File: src/rtl/sync_fifo.sv
// Single-clock first-word-fall-through FIFO.
// The head entry is presented combinationally on dout whenever the FIFO is
// not empty, so a consumer may sample dout in the same cycle it pops.
// Status flags are pure decodes of the registered occupancy count. As a
// result, no combinational path exists from wr/rd/din to any output.
module sync_fifo #(
  parameter int WIDTH     = 96,
  parameter int DEPTH     = 16,
  parameter int AF_MARGIN = 2,
  parameter int AE_LEVEL  = 1
) (
  input  logic             clk,
  input  logic             reset,
  input  logic [WIDTH-1:0] din,
  input  logic             wr,
  input  logic             rd,
  output logic [WIDTH-1:0] dout,
  output logic             full,
  output logic             empty,
  output logic             half_full,
  output logic             almost_full,
  output logic             almost_empty
);

  localparam int AW = $clog2(DEPTH);

  // Flag thresholds, pre-sized to the count width so the compares stay
  // width-clean.
  localparam logic [AW:0] LVL_FULL = (AW+1)'(DEPTH);
  localparam logic [AW:0] LVL_HALF = (AW+1)'(DEPTH / 2);
  localparam logic [AW:0] LVL_AF   = (AW+1)'(DEPTH - AF_MARGIN);
  localparam logic [AW:0] LVL_AE   = (AW+1)'(AE_LEVEL);

  logic [WIDTH-1:0] mem [DEPTH];
  logic [AW-1:0]    wr_ptr;
  logic [AW-1:0]    rd_ptr;
  logic [AW:0]      count;

  logic rd_ok;
  logic wr_ok;

  // A pop needs data present. A push needs a free slot, or a pop in the same
  // cycle that frees one. This lets a full FIFO stream at full rate.
  assign rd_ok = rd & ~empty;
  assign wr_ok = wr & (~full | rd_ok);

  // Status flags decoded from the registered count only.
  assign full         = (count == LVL_FULL);
  assign empty        = (count == '0);
  assign half_full    = (count >= LVL_HALF);
  assign almost_full  = (count >= LVL_AF);
  assign almost_empty = (count <= LVL_AE);

  // Show-ahead head word. This value is meaningless while empty.
  assign dout = mem[rd_ptr];

  // Storage write port. Entries are captured on every accepted push.
  // NOTE: the storage array has no reset. Stale contents are never visible,
  // because empty gates every read, and leaving reset off keeps the array
  // mappable to plain RAM.
  always_ff @(posedge clk) begin
    if (wr_ok) begin
      mem[wr_ptr] <= din;
    end
  end

  // Pointer and occupancy bookkeeping. Reset takes priority over traffic.
  // NOTE: all sequential state uses non-blocking assignment. Every register
  // then samples the pre-edge values, with no order dependence between
  // the statements below.
  always_ff @(posedge clk) begin
    if (reset) begin
      wr_ptr <= '0;
      rd_ptr <= '0;
      count  <= '0;
    end else begin
      if (wr_ok) begin
        wr_ptr <= wr_ptr + AW'(1);
      end
      if (rd_ok) begin
        rd_ptr <= rd_ptr + AW'(1);
      end
      case ({wr_ok, rd_ok})
        2'b10:   count <= count + (AW+1)'(1);
        2'b01:   count <= count - (AW+1)'(1);
        default: count <= count;
      endcase
    end
  end

endmodule

File: config.mk
export PLATFORM = sky130hd
export DESIGN_NAME = sync_fifo
export DESIGN_NICKNAME = d
export VERILOG_FILES = /design/src/rtl/sync_fifo.sv
export SDC_FILE = /design/constraint.sdc
export NUM_CORES = 1
export LEC_CHECK = 0
export CAP_MARGIN = 20
export CORE_MARGIN = 8
export CORE_UTILIZATION = 58
export DETAILED_ROUTE_END_ITERATION = 10
export HOLD_SLACK_MARGIN = 0.08
export PLACE_DENSITY = 0.78
export SYNTH_ARGS = -nofsm -noshare
export SYNTH_HDL_FRONTEND = slang
export SYNTH_SLANG_ARGS = --single-unit
File: constraint.sdc
create_clock -name clk -period 12.3 [get_ports clk]
set_clock_uncertainty 0.1 [all_clocks]
set_input_delay 2.46 -clock clk [delete_from_list [all_inputs] [get_ports clk]]
set_output_delay 2.46 -clock clk [all_outputs]
set_load 0.02 [all_outputs]
# Word-level counts from Yosys, hierarchy flattened
# Memories as Yosys holds them, arrays and structs flattened. A register that Yosys moved wholly into a read port is not among the register bits.
# Cells that the tools add are included.
[op_classes]
add_sub_neg = 4
order_cmp = 3
n_eq_ne = 3
mux = 5
n_bitwise = 5
n_reduce_logical = 2
[ops]
columns = ["op", "n"]
rows = [
  ["$ge A5 B4 Y1 const B", 2],
  ["$pmux W5 S2", 1],
  ["$add A4 B1 Y4 const B", 2],
  ["$mux W4", 2],
  ["$add A5 B1 Y5 const B", 1],
  ["$eq A5 B5 Y1 const B", 1],
  ["$le A5 B1 Y1 const B", 1],
  ["$logic_not A5 Y1", 1],
  ["$sub A5 B1 Y5 const B", 1],
  ["$and A1 B1 Y1", 2],
  ["$eq A2 B1 Y1 const B", 1],
  ["$eq A2 B2 Y1 const B", 1],
  ["$mux W1", 2],
  ["$not A1 Y1", 2],
  ["$reduce_bool A2 Y1", 1],
  ["$or A1 B1 Y1", 1],
]
[totals]
reg_bits = 13
mem_bits_rw = 1536
in_bits = 100
out_inout_bits = 101
elab_cells = 26
memories = 1
[mem_list]
columns = ["name", "depth", "width", "rd", "rd_clocked_by_memory_dff", "write_ports", "line_no", "text"]
rows = [
  ["mem", 16, 96, 1, 1, 1, "34", "logic [WIDTH-1:0] mem [DEPTH];"],
]

# Logic depth before layout (Yosys ltp)
# Gate-level depths: netlist (run 1).
[depth]
word_depth = 7
ltp_mapped = 7
mapped_depth_nobuf = 6

# Worst setup path before layout (run 1)
# OpenSTA, ideal clock, no wires.
[synth_path]
kind = "input port to flip-flop"
start = "input port wr"
end = "memory mem[0][0], enable pin"
setup_time_ns = 0.668
arrival_ns = 9.838
required_time_ns = 11.532
path_slack_ns = 1.694
stages = 5
n_path_buf = 2
cell_sequence = "clkbuf_1 > clkbuf_1 > o21a_1 > nand2_1 > nor3_1"
[synth_via]
elab_chain_len = 3
[synth_rtl]
columns = ["item", "line_no", "text"]
rows = [
  ["start: declaration", "15", "input logic wr,"],
  ["$and A1 B1 Y1", "45", "assign wr_ok = wr & (~full | rd_ok);"],
  ["$mux W1", "62", "if (wr_ok) begin"],
  ["$mux W1 (implied by the code)", "63", "mem[wr_ptr] <= din;"],
  ["end: declaration", "34", ""],
]
# Every way passes these cells.

==> results.toml, run 1 <==
[status]
status = "completed"

[floorplan]
die_y_um = 333
rows = 116
die_area_mm2 = 0.111
die_w_um = 333
start_util_pct = 58.4
core-area_mm2 = 0.100
ios = 201

[yosys]
synth_edf_count = 1536
yosysTopAreaCell = "edfxtp_1"
ys_seq_area_share_pct = 79.5
netlist_area_mm2 = 0.0584
synthArstFlopShare_pct = 0
synth_seq_cells = 1553
yosysUniqueCellTypes = 47
syn_inst = 2477
syn_avg_cell_area_um2 = 23.6
synthTopCellsByArea = "edfxtp_1 (79%), mux4_2 (15%), a22oi_1 (2.5%), nand2_1 (0.65%), dfxtp_1 (0.58%)"
syn_nets = 2586
yosys_warnings = 0
ys.flop_type = "edfxtp_1"
netlist.area_leader.share_pct = 78.9

[hold_path]
min_to = "rd_ptr[3]$_SDFFE_PP0P_"
hold_path_startpoint = "rd_ptr[3]$_SDFFE_PP0P_"
min_path_cells = 2
hold_class = "reg2reg"

[setup_path]
crit_arrival_ns = 4.57
critical_path_class = "reg2out"
r2r_cells = 8
path_cells = "buf_12, buf_4, mux4_2, a22oi_1, nand2_1, clkdlybuf4s50_1"
critical_path.top_delay_family = "buffers and inverters"
reg2reg_from = "count[1]$_SDFFE_PP0P_"
regToRegSetupSlack_ns = 7.64
max_stage_delay_ns = 0.73
rr_endpoint = "mem[10][81]$_DFFE_PP_"
worstPathRequired_ns = 9.74
crit_buf_inv = 3
cp_max_fo = 94
cp-start-kind = "register"
cp-end-kind = "output port"
cp_slowest_cell = "dfxtp_4"

[power_and_ir_drop]
peakVddDrop_mv = 0.167
p_total_uw = 13000
p_leak_uw = 0.0206
powerDensity_mw_per_mm2 = 195

[timing]
fin_tns_setup_ns = 0
tightest_slew_ns = 1.21
post-route-min-period_ns = 7.13
fin_crit_sh_pct = 58.0
hold_viol = 0
relSlewSlack_pct = 19.3
max_clock_freq_mhz = 140
rsz0062_at_grt = "no"
finalMaxSlewViolations = 0
whs_ns = 0.424
setup_viol = 0

[place]
dp_hpwl_mm = 62.3
gp_congestion = 0.728
dp.cells = 3880
io_buffers = 200

[grt]
globalRouteOverflowTotal = 0
first_global_vias = 28518
use_met2_pct = 38.5
met1_usage_pct = 31.0
grt_max_degree = 180
grt_use_total_pct = 23.1
top_usage_layer = "met2"
use_met3_pct = 5.70
antenna_found_initial = 18
grt_pass1_wl_mm = 189

[finish]
seq_area_mm2 = 0.0465
drive_gt1_share_pct = 23.3
nNetsFinal = 2844
area_delta_synth_final_pct = 14.1
fillers = 5978
multiInputGateArea_mm2 = 0.0113
final_cell_mix = "edfxtp_1 (1536), mux4_2 (384), clkdlybuf4s50_1 (200)"
finalNonFillerCells = 4165
final_common_cell = "edfxtp_1"

[clock_network]
cts_tree = "built"
clock-sinks = 1553
clk_latency_ns = 0.73
post_cts_resized = 0
cts_buffers = 151
cts_setup_buffers = 0
clkTransAtPathRegs_ns = 0.06
cts_buffer_depth = 3
htreeDepth = 4
cts_hold_buf = 0
clock-root-buffer = "clkbuf_16"

[route]
initialDrtViolationCount = 3148
drc_errors = 0
vias = 27335
ant_nets = 0
wire_per_inst_um = 31.1
drtPass1Iterations = 6
drt_wl_total_mm = 130
via_per_inst = 6.56

[job]
drv_cap = 0
-- registers in the layout (all words and copies together) (netlist names), named ones only --
register / cells
count: 5
mem: 1536
rd_ptr: 4
wr_ptr: 4
-- cell type report --
cell class	instances	area share [%]
inverters	6	0.0338
well taps	1298	2.44
multi-input cells	778	16.9
clock buffers	179	5.83
clock inverters	96	1.35
diodes	10	0.0375
flip-flops and latches	1553	69.7
repair buffers	245	3.66
-- synthesized netlist by cell type, types with 2 or more instances --
cell type and instances:
nor4b_1 2, nor3_1 5, nor2_1 31, nand4_1 2
xnor2_1 2, buf_2 23, nand3_1 2, nand2b_1 4
xor2_1 5, nor3b_1 2, mux2_2 2, mux4_2 384
edfxtp_1 1536, o21ai_0 3, a21oi_1 3, nand3b_1 3
clkbuf_1 45, buf_1 32, mux2i_1 2, dfxtp_1 17
nand2_1 101, buf_4 20, inv_1 6, ha_1 9
nor2b_1 4, buf_6 20, a22oi_1 192
-- worst register-to-register path: cells and delay by family, from the launching register on --
family | cells | cell delay, ns
buffers and inverters | 3 | 1.64
and+or+nand+nor | 3 | 1.47
DFF | 1 | 0.44
AOI/OAI and AO/OA | 1 | 0.31
adders and majority gates | 1 | 0.27
-- cells by family after synthesis --
family | share of synthesized area (%)
adder cells (fa/ha/maj) | 0.193
AO/OA/AOI/OAI | 2.71
XOR/XNOR | 0.105
multiplexers | 14.9
AND/OR/NAND/NOR | 1.23
flip-flops | 79.5
buffers and inverters | 1.37
-- power breakdown --
| group | internal (uW) | total (uW) | switching [uW] |
|---|---|---|---|
| registers | 5930 | 6000 | 75.2 |
| logic | 1270 | 2530 | 1260 |
| clock network | 2520 | 4450 | 1930 |
-- how the worst max path moves through the flow --
stage / slack, ns / end / cells after the start
after floorplan: 1.69 / mem[0][0]$_DFFE_PP_ / 5
after global placement: 5.58 / mem[10][58]$_DFFE_PP_ / 7
after detailed placement: 5.52 / mem[10][72]$_DFFE_PP_ / 7
after CTS: 5.00 / dout[56] / 6
after global routing: 4.80 / dout[61] / 6
final: 5.17 / dout[67] / 6
-- routing by layer --
| metal | vias up | wire [um] |
|---|---|---|
| met4 | 16 | 2700 |
| li1 | 11165 | - |
| met1 | 14495 | 48700 |
| met3 | 212 | 12700 |
| met2 | 1447 | 65500 |
| met5 | - | 102 |
-- metrics by stage --
stage | area (um2) | util [%] | setup WS, ns
final | 66700 | 66.7 | 5.17
after global routing | 66700 | 66.7 | 4.80
after CTS | 66600 | 66.6 | 5.00
after detailed placement | 61900 | 61.9 | 5.52
after global placement | 61900 | 61.9 | 5.58
after floorplan | 58400 | - | 1.69
(Power assumes the default switching activity.)
==> inputs of run 2 (changes only) <==
==> constraint.sdc (replaced) <==
create_clock -name clk -period 7.22 [get_ports clk]
set_clock_uncertainty 0.1 [all_clocks]
set_input_delay 1.444 -clock clk [delete_from_list [all_inputs] [get_ports clk]]
set_output_delay 1.444 -clock clk [all_outputs]
set_load 0.02 [all_outputs]
==> run 2 against run 1 <==
Net effect:
- final area increased by 0.35%
- die area unchanged
- clock power up 72%
- first-iteration DRC count rose by 0.98%
- via count up 0.49%
- count of clock-buffer cells in the layout grew 2
- critical endpoint is now dout[13]
- largest cell class unchanged
==> results.toml, run 2 (synthesis results as in run 1) <==
[status]
status = "completed"

[floorplan]
die_area_mm2 = 0.111
ios = 201
rows = 116
die_y_um = 333
start_util_pct = 58.4
core-area_mm2 = 0.100
die_w_um = 333

[clock_network]
clk_latency_ns = 0.74
cts_tree = "built"
cts_buffers = 151
clock-sinks = 1553
cts_buffer_depth = 3
clkTransAtPathRegs_ns = 0.06
htreeDepth = 4
post_cts_resized = 0
cts_setup_buffers = 0
clock-root-buffer = "clkbuf_16"
cts_hold_buf = 0

[route]
drc_errors = 0
wire_per_inst_um = 31.7
drtPass1Iterations = 5
via_per_inst = 6.60
initialDrtViolationCount = 3179
vias = 27470
drt_wl_total_mm = 132
ant_nets = 0

[timing]
fin_tns_setup_ns = 0
relSlewSlack_pct = 26.3
setup_viol = 0
max_clock_freq_mhz = 182
rsz0062_at_grt = "no"
setup_slack_ns = 1.72
tightest_slew_ns = 1.10
finalMaxSlewViolations = 0
post-route-min-period_ns = 5.50
hold_viol = 0
fin_crit_sh_pct = 76.2

[place]
gp_congestion = 0.730
io_buffers = 200
post-place-ws_ns = 2.45
dp_hpwl_mm = 62.5

[setup_path]
max_stage_delay_ns = 0.94
path_cells = "buf_4, mux4_2, a22oi_1, nand2_1, clkdlybuf4s50_1"
worstSetupEndpoint = "dout[13]"
reg2reg_from = "count[1]$_SDFFE_PP0P_"
cp_slowest_cell = "dfxtp_4"
regToRegSetupSlack_ns = 3.59
crit_arrival_ns = 3.95
cp-end-kind = "output port"
cp_max_fo = 43
worstPathRequired_ns = 5.68
cp-start-kind = "register"
rr_endpoint = "mem[1][73]$_DFFE_PP_"
critical_path_class = "reg2out"
r2r_cells = 8

[power_and_ir_drop]
powerDensity_mw_per_mm2 = 333
peakVddDrop_mv = 0.210
p_leak_uw = 0.0206

[grt]
grt_pass1_wl_mm = 192
grt_use_total_pct = 23.6
globalRouteOverflowTotal = 0
antenna_found_initial = 17
first_global_vias = 29018
grt_max_degree = 128

[finish]
reg_top3 = "mem: 1536 flops, count: 5 flops"
final_common_cell = "edfxtp_1"
final_cell_mix = "edfxtp_1 (1536), mux4_2 (384), clkdlybuf4s50_1 (200)"
largest_reg_flops = 1536
drive_gt1_share_pct = 23.3
nNetsFinal = 2849
max_flop_register = "mem"
area_delta_synth_final_pct = 14.5

[hold_path]
hold_class = "reg2reg"
hold_path_startpoint = "rd_ptr[3]$_SDFFE_PP0P_"

[job]
drv_cap = 0
==> run 2: cell types whose count changed in the layout (fill, tap and decap cells not counted), moves of 5 or more <==
cell | before | now
buf_12 | 8 | 22
buf_4 | 37 | 28
clkbuf_16 | 151 | 157
clkinv_2 | 30 | 22
diode_2 | 10 | 5
==> run 2: critical path: cells and delay by family, from the launching register on <==
family / cells / cell delay (ns)
AOI/OAI and AO/OA: 1 / 0.26
buffers and inverters: 2 / 1.20
DFF: 1 / 0.94
muxes: 1 / 0.61
and+or+nand+nor: 1 / 0.14
==> run 2: layout make-up <==
| class | instances | area [um2] |
|---|---|---|
| sequential | 1553 | 46500 |
| fill | 5928 | 33100 |
| multi-input combinational | 778 | 11300 |
| clock buffer | 181 | 4020 |
| timing repair buffer | 250 | 2650 |
| tap | 1298 | 1620 |
| clock inverter | 88 | 778 |
| inverter | 6 | 22.5 |
| antenna | 5 | 12.5 |
==> run 2: per-stage QoR <==
| step | total power (uW) | hold WS [ns] | util, % | std cells | instance area (um2) |
|---|---|---|---|---|---|
| after CTS | 22400 | 0.429 | 66.9 | 4154 | 66900 |
| after global routing | 23000 | 0.463 | 66.9 | 4154 | 66900 |
| after floorplan | 13500 | 0.381 | - | 2477 | 58500 |
| after detailed placement | 14800 | 0.403 | 62.1 | 3885 | 62100 |
| final | 22200 | 0.428 | 66.9 | 4159 | 66900 |
| after global placement | 14700 | 0.404 | 62.1 | 3885 | 62100 |
==> run 2: report_power, final <==
group          total, uW  internal [uW]  switching (uW)  leakage, uW
registers          10300          10100             165       0.0140
clock network       7660           4420            3240      0.00235
logic               4330           2200            2130      0.00426
==> run 2: how the worst min path moves through the flow <==
stage,to,slack [ns],cells after the start
final,rd_ptr[3]$_SDFFE_PP0P_,0.43,2
after detailed placement,register,0.40,2
after global routing,rd_ptr[3]$_SDFFE_PP0P_,0.46,2
after global placement,rd_ptr[3]$_SDFFE_PP0P_,0.40,2
after CTS,register,0.43,2
after floorplan,register,0.38,2
==> run 2: layer usage <==
layer,up-vias,GRT usage [%],routed length [um]
met5,-,0,152
met4,24,6.11,2630
met3,216,5.12,11300
met2,1330,39.1,66200
met1,14738,32.2,51500
li1,11162,-,-
